--- src/rtl/mem_pkg.sv ---
// mem_pkg: access-type and state encodings plus load-extension helpers
// shared by the memory arbiter controller and its arbiter.
package mem_pkg;
  localparam logic [1:0] TYPE_WORD = 2'b00;
  localparam logic [1:0] TYPE_HALF = 2'b01;
  localparam logic [1:0] TYPE_BYTE = 2'b10;
  localparam int TYPE_SIGNED_BIT = 2;
  localparam logic [31:0] IO_BASE_DEFAULT = 32'h30000;
  typedef enum logic [1:0] {IDLE, XFER, TAIL, RESP} state_e;
  // Index of the final byte of an access; the unused size code 11 acts as a byte.
  function automatic logic [1:0] last_byte(input logic [1:0] size);
    return size == TYPE_WORD ? 2'd3 : size == TYPE_HALF ? 2'd1 : 2'd0;
  endfunction
  function automatic logic [31:0] extend(input logic [31:0] d, input logic [2:0] t);
    logic s;
    s = t[TYPE_SIGNED_BIT];
    return (t[1:0] == TYPE_BYTE || t[1:0] == 2'b11) ? {{24{s & d[7]}}, d[7:0]} :
           t[1:0] == TYPE_HALF ? {{16{s & d[15]}}, d[15:0]} : d;
  endfunction
endpackage

--- src/rtl/mem_rr_arbiter.sv ---
// mem_rr_arbiter: one-hot grant among eligible ports, fixed priority or
// round-robin starting after the last accepted port.
module mem_rr_arbiter #(
  parameter int NUM_PORTS = 2,
  parameter int ARB_MODE = 0,
  localparam int PW = NUM_PORTS > 1 ? $clog2(NUM_PORTS) : 1
) (
  input  logic                 clk_in,
  input  logic                 rst_in,
  input  logic [NUM_PORTS-1:0] req,
  input  logic                 accept,
  output logic [NUM_PORTS-1:0] grant,
  output logic [PW-1:0]        grant_idx
);
  logic [PW-1:0] last_grant;
  // Scan from the far end so the nearest candidate overwrites the rest.
  always_comb begin
    int k;
    grant = '0;
    grant_idx = '0;
    for (int o = NUM_PORTS - 1; o >= 0; o--) begin
      k = ARB_MODE == 1 ? (int'(last_grant) + 1 + o) % NUM_PORTS : o;
      if (req[k]) begin
        grant = '0;
        grant[k] = 1'b1;
        grant_idx = PW'(k);
      end
    end
  end
  always_ff @(posedge clk_in or negedge rst_in) begin
    if (!rst_in) last_grant <= PW'(NUM_PORTS - 1);
    else if (accept) last_grant <= grant_idx;
  end
endmodule

--- src/rtl/mem_arb_ctrl.sv ---
// mem_arb_ctrl: arbitrates multi-port load/store requests onto a byte-wide
// memory with a one-cycle read latency, one transfer at a time.
module mem_arb_ctrl
  import mem_pkg::*;
#(
  parameter int NUM_PORTS = 2,
  parameter int ARB_MODE = 0,
  parameter logic [31:0] IO_BASE = IO_BASE_DEFAULT,
  localparam int PW = NUM_PORTS > 1 ? $clog2(NUM_PORTS) : 1
) (
  input  logic                   clk_in,
  input  logic                   rst_in,
  input  logic                   rdy_in,
  input  logic [7:0]             mem_read,
  output logic [7:0]             mem_write,
  output logic [31:0]            mem_addr,
  output logic                   r_nw_out,
  input  logic                   io_buffer_full,
  input  logic [NUM_PORTS-1:0]   req_valid_in,
  output logic [NUM_PORTS-1:0]   req_ready_out,
  input  logic [32*NUM_PORTS-1:0] req_addr_in,
  input  logic [32*NUM_PORTS-1:0] req_data_in,
  input  logic [NUM_PORTS-1:0]   req_r_nw_in,
  input  logic [3*NUM_PORTS-1:0] req_type_in,
  output logic [NUM_PORTS-1:0]   resp_valid_out,
  output logic [31:0]            resp_data_out
);
  state_e state;
  logic [1:0] cnt;
  logic [31:0] addr, data, rd_full;
  logic r_nw, accept, last;
  logic [2:0] typ;
  logic [PW-1:0] port, grant_idx;
  logic [NUM_PORTS-1:0] elig, grant;
  // A store into I/O space must wait while the I/O sink cannot take it.
  always_comb begin
    elig = '0;
    for (int p = 0; p < NUM_PORTS; p++)
      elig[p] = req_valid_in[p] &&
                !(io_buffer_full && !req_r_nw_in[p] && req_addr_in[32*p +: 32] >= IO_BASE);
  end
  mem_rr_arbiter #(.NUM_PORTS(NUM_PORTS), .ARB_MODE(ARB_MODE)) u_arb (
    .clk_in   (clk_in),
    .rst_in   (rst_in),
    .req      (elig),
    .accept   (accept),
    .grant    (grant),
    .grant_idx(grant_idx)
  );
  assign req_ready_out = (rst_in && rdy_in && state == IDLE) ? grant : '0;
  assign accept = |req_ready_out;
  assign resp_valid_out = (rdy_in && state == RESP) ? NUM_PORTS'(1) << port : '0;
  assign last = cnt == last_byte(typ[1:0]);
  assign mem_addr = state == XFER ? addr + 32'(cnt) : '0;
  assign r_nw_out = state == XFER ? r_nw : 1'b1;
  assign mem_write = (state == XFER && !r_nw) ? data[{cnt, 3'b000} +: 8] : '0;
  // The final read byte arrives during TAIL and is folded in without a register.
  always_comb begin
    rd_full = data;
    rd_full[{last_byte(typ[1:0]), 3'b000} +: 8] = mem_read;
  end
  always_ff @(posedge clk_in or negedge rst_in) begin
    if (!rst_in) begin
      state <= IDLE;
      cnt <= '0;
      addr <= '0;
      data <= '0;
      r_nw <= 1'b0;
      typ <= '0;
      port <= '0;
      resp_data_out <= '0;
    end else if (rdy_in) begin
      case (state)
        IDLE: if (accept) begin
          state <= XFER;
          cnt <= '0;
          addr <= req_addr_in[32*grant_idx +: 32];
          data <= req_data_in[32*grant_idx +: 32];
          r_nw <= req_r_nw_in[grant_idx];
          typ <= req_type_in[3*grant_idx +: 3];
          port <= grant_idx;
        end
        XFER: begin
          cnt <= cnt + 2'd1;
          if (r_nw && cnt != 2'd0) data[{cnt - 2'd1, 3'b000} +: 8] <= mem_read;
          if (last) state <= r_nw ? TAIL : RESP;
          if (last && !r_nw) resp_data_out <= '0;
        end
        TAIL: begin
          state <= RESP;
          resp_data_out <= extend(rd_full, typ);
        end
        default: state <= IDLE;
      endcase
    end
  end
endmodule

--- config.mk ---
export PLATFORM = sky130hd
export DESIGN_NAME = mem_arb_ctrl
export DESIGN_NICKNAME = d
export VERILOG_FILES = /design/src/rtl/mem_pkg.sv /design/src/rtl/mem_rr_arbiter.sv /design/src/rtl/mem_arb_ctrl.sv
export SDC_FILE = /design/constraint.sdc
export NUM_CORES = 1
export LEC_CHECK = 0
export BUFFER_PORTS_ARGS = -buffer_cell sky130_fd_sc_hd__buf_4
export CAP_MARGIN = 20
export CORE_AREA = 4 4 155 157
export CTS_CLUSTER_DIAMETER = 120
export DETAILED_ROUTE_END_ITERATION = 10
export DIE_AREA = 0 0 159 161
export MAX_ROUTING_LAYER = met4
export PLACE_DENSITY = 0.63
export SKIP_LAST_GASP = 1
export SYNTH_ARGS = -nofsm -noshare
export SYNTH_HDL_FRONTEND = slang
export SYNTH_HIERARCHICAL = 1
export SYNTH_SLANG_ARGS = --single-unit
--- constraint.sdc ---
create_clock -name clk_in -period 3.1 [get_ports clk_in]
set_input_delay 0.31 -clock clk_in [delete_from_list [all_inputs] [get_ports clk_in]]
set_output_delay 0.31 -clock clk_in [all_outputs]
set_load 0.02 [all_outputs]
==> impl_metrics.ini <==
[floorplanning]
die_area_mm2 = 0.0256
die_h_um = 161
num_io_pins = 227
dieWidth_um = 159
start_util = 0.299
row_count = 55
core_area_mm2 = 0.0225

[finish]
fin_nets = 1083
final_area_mm2 = 0.00919
syn2layout_area_growth_pct = 36.3
drive_above_1_share = 0.359
fin_util = 0.408

[routing]
wl_met3_um = 1700
routedWlPerCell_um = 18.7
drtIter0Drc = 275
met1_length_um = 10100
route.met2.wl_um = 10700
firstDrtPassIters = 4
routed_via_density = 5.10
ant_nets = 0
vias = 6177
drc_errors = 0
dr.max_layer_used = met4
postRouteWirelength_um = 22700

[synthesis]
ys.warnings.count = 6
synth_nets = 866
seq_area_frac_synth = 0.390
synth_flop_cell = dfrtp_1
avgSynthCellArea_um2 = 9.57
synthArstFlopShare = 1.00
syn_inst = 704
synth-seq-cells = 105
synth_edf_count = 0
syn_area_mm2 = 0.00674
synth_cell_types = 53

[critical_path]
cp.required_ns = 2.79
critical_path_class = reg -> out
cp_num_cells = 5
worstReg2RegEnd = resp_data_out[7]
crit_path_end = mem_addr[21]
worstPathMaxFanout = 25
cpPeakStageDelay_ns = 0.63
cp_cell_sequence = and4_1, nand3_2, or4_1, a21oi_1, buf_4
cp_num_buf_inv = 1
rr_worst_depth = 7
start_kind = flip-flop
cp-end-kind = primary output
cp_slowest_cell = or4_1
r2r_slack_ns = 0.81
reg2reg_from = state[0]
cp_top_family = simple AND/OR/NAND/NOR gates
crit_path_start = addr[7]
crit_arrival_ns = 2.58

[power_and_ir_drop]
p_leak_nw = 4.05
ir_worst_vdd_mv = 0.396
power_density_mw_per_mm2 = 848

[run]
cap_violations = 0

[worst_hold_path]
hp-class = in -> reg
min-delay-start = req_addr_in[2]

[timing]
report.final.slew_viol_count = 0
fin_setup_tns_ns = 0
worst_clock_skew_ns = 0.0149
grt_setup_unrepaired = no
fmax_mhz = 346
relSlewSlack = 0.487
setup_viol = 0
fin_crit_ns = 2.89
period_share = 0.934
max_slew.worst_pin.slew_ns = 0.769
finalHoldViolCount = 0

[clocking]
cts_sinks = 105
root_buffer = clkbuf_16
cts.clk_slew.worst_paths_ns = 0.09
cts_setup_buffers = 0
cts_buffers = 9
htree_num_levels = 3
clockBufferDepth = 2
cts_tree = done
clock_latency_ns = 0.36

[place]
hpwl_um = 17500
portBuffers = 226
gp_congestion = 0.835
placed_cell_area_mm2 = 0.00885

[global_routing]
grt_pass1_vias = 6236
antenna_found_initial = 1
grt.overflow.total = 0
grt_pass1_wl_um = 35700
grt_max_degree = 71
grt_usage = 0.179

[status]
status = finished clean
[repair_timing]
item                                    4_1_cts  5_1_grt
endpoints found under the setup margin        0        5
gates resized for setup                       0        3
hold buffers                                  1        0
endpoints found under the hold margin        11        0
[cells by family after synthesis]
kind of cell             synth area share
multiplexers                        0.209
AND/OR/NAND/NOR                     0.166
AO/OA/AOI/OAI                       0.159
buffers and inverters              0.0403
flip-flops                          0.390
XOR/XNOR                           0.0130
adder cells (fa/ha/maj)            0.0234
[worst register-to-register path, delay by kind of cell (launching register included)]
kind / cells / cell delay, ns
buffers and inverters: 3 / 0.70
AO/OA/AOI/OAI: 2 / 0.51
flip-flops: 1 / 0.44
multiplexers: 1 / 0.33
adder cells (fa/ha/maj): 1 / 0.21
[layer usage]
| metal | vias up | track usage |
|---|---|---|
| met5 | - | - |
| met4 | 0 | 0.0375 |
| met3 | 10 | 0.0408 |
| met2 | 248 | 0.288 |
| met1 | 2899 | 0.235 |
| li1 | 3020 | - |
[worst min-delay path by stage]
stage | endpoint | slack (ns) | cells after the start
3_3_place_gp | cnt[0] | 0.20 | 1
2_1_floorplan | addr[0] | 0.01 | 0
4_1_cts | addr[2] | 0.22 | 3
3_5_place_dp | cnt[0] | 0.20 | 1
6_report | addr[2] | 0.23 | 3
5_1_grt | addr[2] | 0.24 | 3
[placed cells by master, fill, tap and decap left out, drive strengths merged, types with 2 or more instances in the layout]
master     n
mux4       8
xnor2      4
or3        7
clkinv     5
mux2      35
o31ai      6
xor2       6
mux2i     83
nand2b    11
a211oi     3
buf      255
o21ai     60
o2111ai    2
or4        6
nand2     71
clkbuf     9
a21oi     46
nor2b     11
nand3     19
ha        11
a31oi     12
and2       2
nor4      16
nand4      8
inv       16
dfrtp    105
and3       8
nor2      45
and4       6
o2bb2ai   32
[synthesized netlist by cell type (all sizes together) (3+ instances only)]
cell type	number	area share
o2bb2ai	32	0.042
nand2	71	0.040
a211oi	3	0.0033
a21oi	46	0.035
a31oi	12	0.011
or3	7	0.0065
nor2	45	0.025
o31ai	6	0.0067
mux4	8	0.027
xor2	6	0.0078
nand2b	11	0.010
inv	13	0.0072
ha	11	0.020
nand3	19	0.016
nor4	16	0.019
and4	6	0.0078
mux2i	83	0.12
dfrtp	105	0.39
mux2	35	0.058
nand4	8	0.0074
or4	6	0.0067
buf	25	0.019
and3	8	0.0074
nor2b	11	0.011
xnor2	4	0.0052
clkbuf	25	0.014
o21ai	60	0.045
[stage by stage]
stage          worst slack, ns  total power [mW]  std cells  hold WS [ns]
3_5_place_dp             0.118              6.64       1194         0.203
3_3_place_gp             0.111              6.59       1194         0.201
2_1_floorplan            0.607              5.01        704        0.0144
5_1_grt                 0.0433              8.39       1212         0.236
6_report                 0.206              7.79       1212         0.232
4_1_cts                 0.0717              7.89       1211         0.220
[flip-flops by register name (all words and copies together) (netlist names)]
name,count
data,32
addr,32
state,2
port,1
r_nw,1
resp_data_out,32
cnt,2
typ,3
[power breakdown]
| group | switching, mW | internal (mW) |
|---|---|---|
| clock network | 0.615 | 0.578 |
| logic | 2.16 | 1.82 |
| registers | 0.610 | 2.00 |
| total | 3.39 | 4.40 |
[layout make-up]
class	instances	area (um^2)
fill	2250	13300
multi-input combinational	535	3870
sequential	105	2630
timing repair buffer	256	1970
tap	285	357
clock buffer	9	225
clock inverter	7	83.8
inverter	14	52.6
antenna	1	2.50
(Power assumes the default switching activity.)
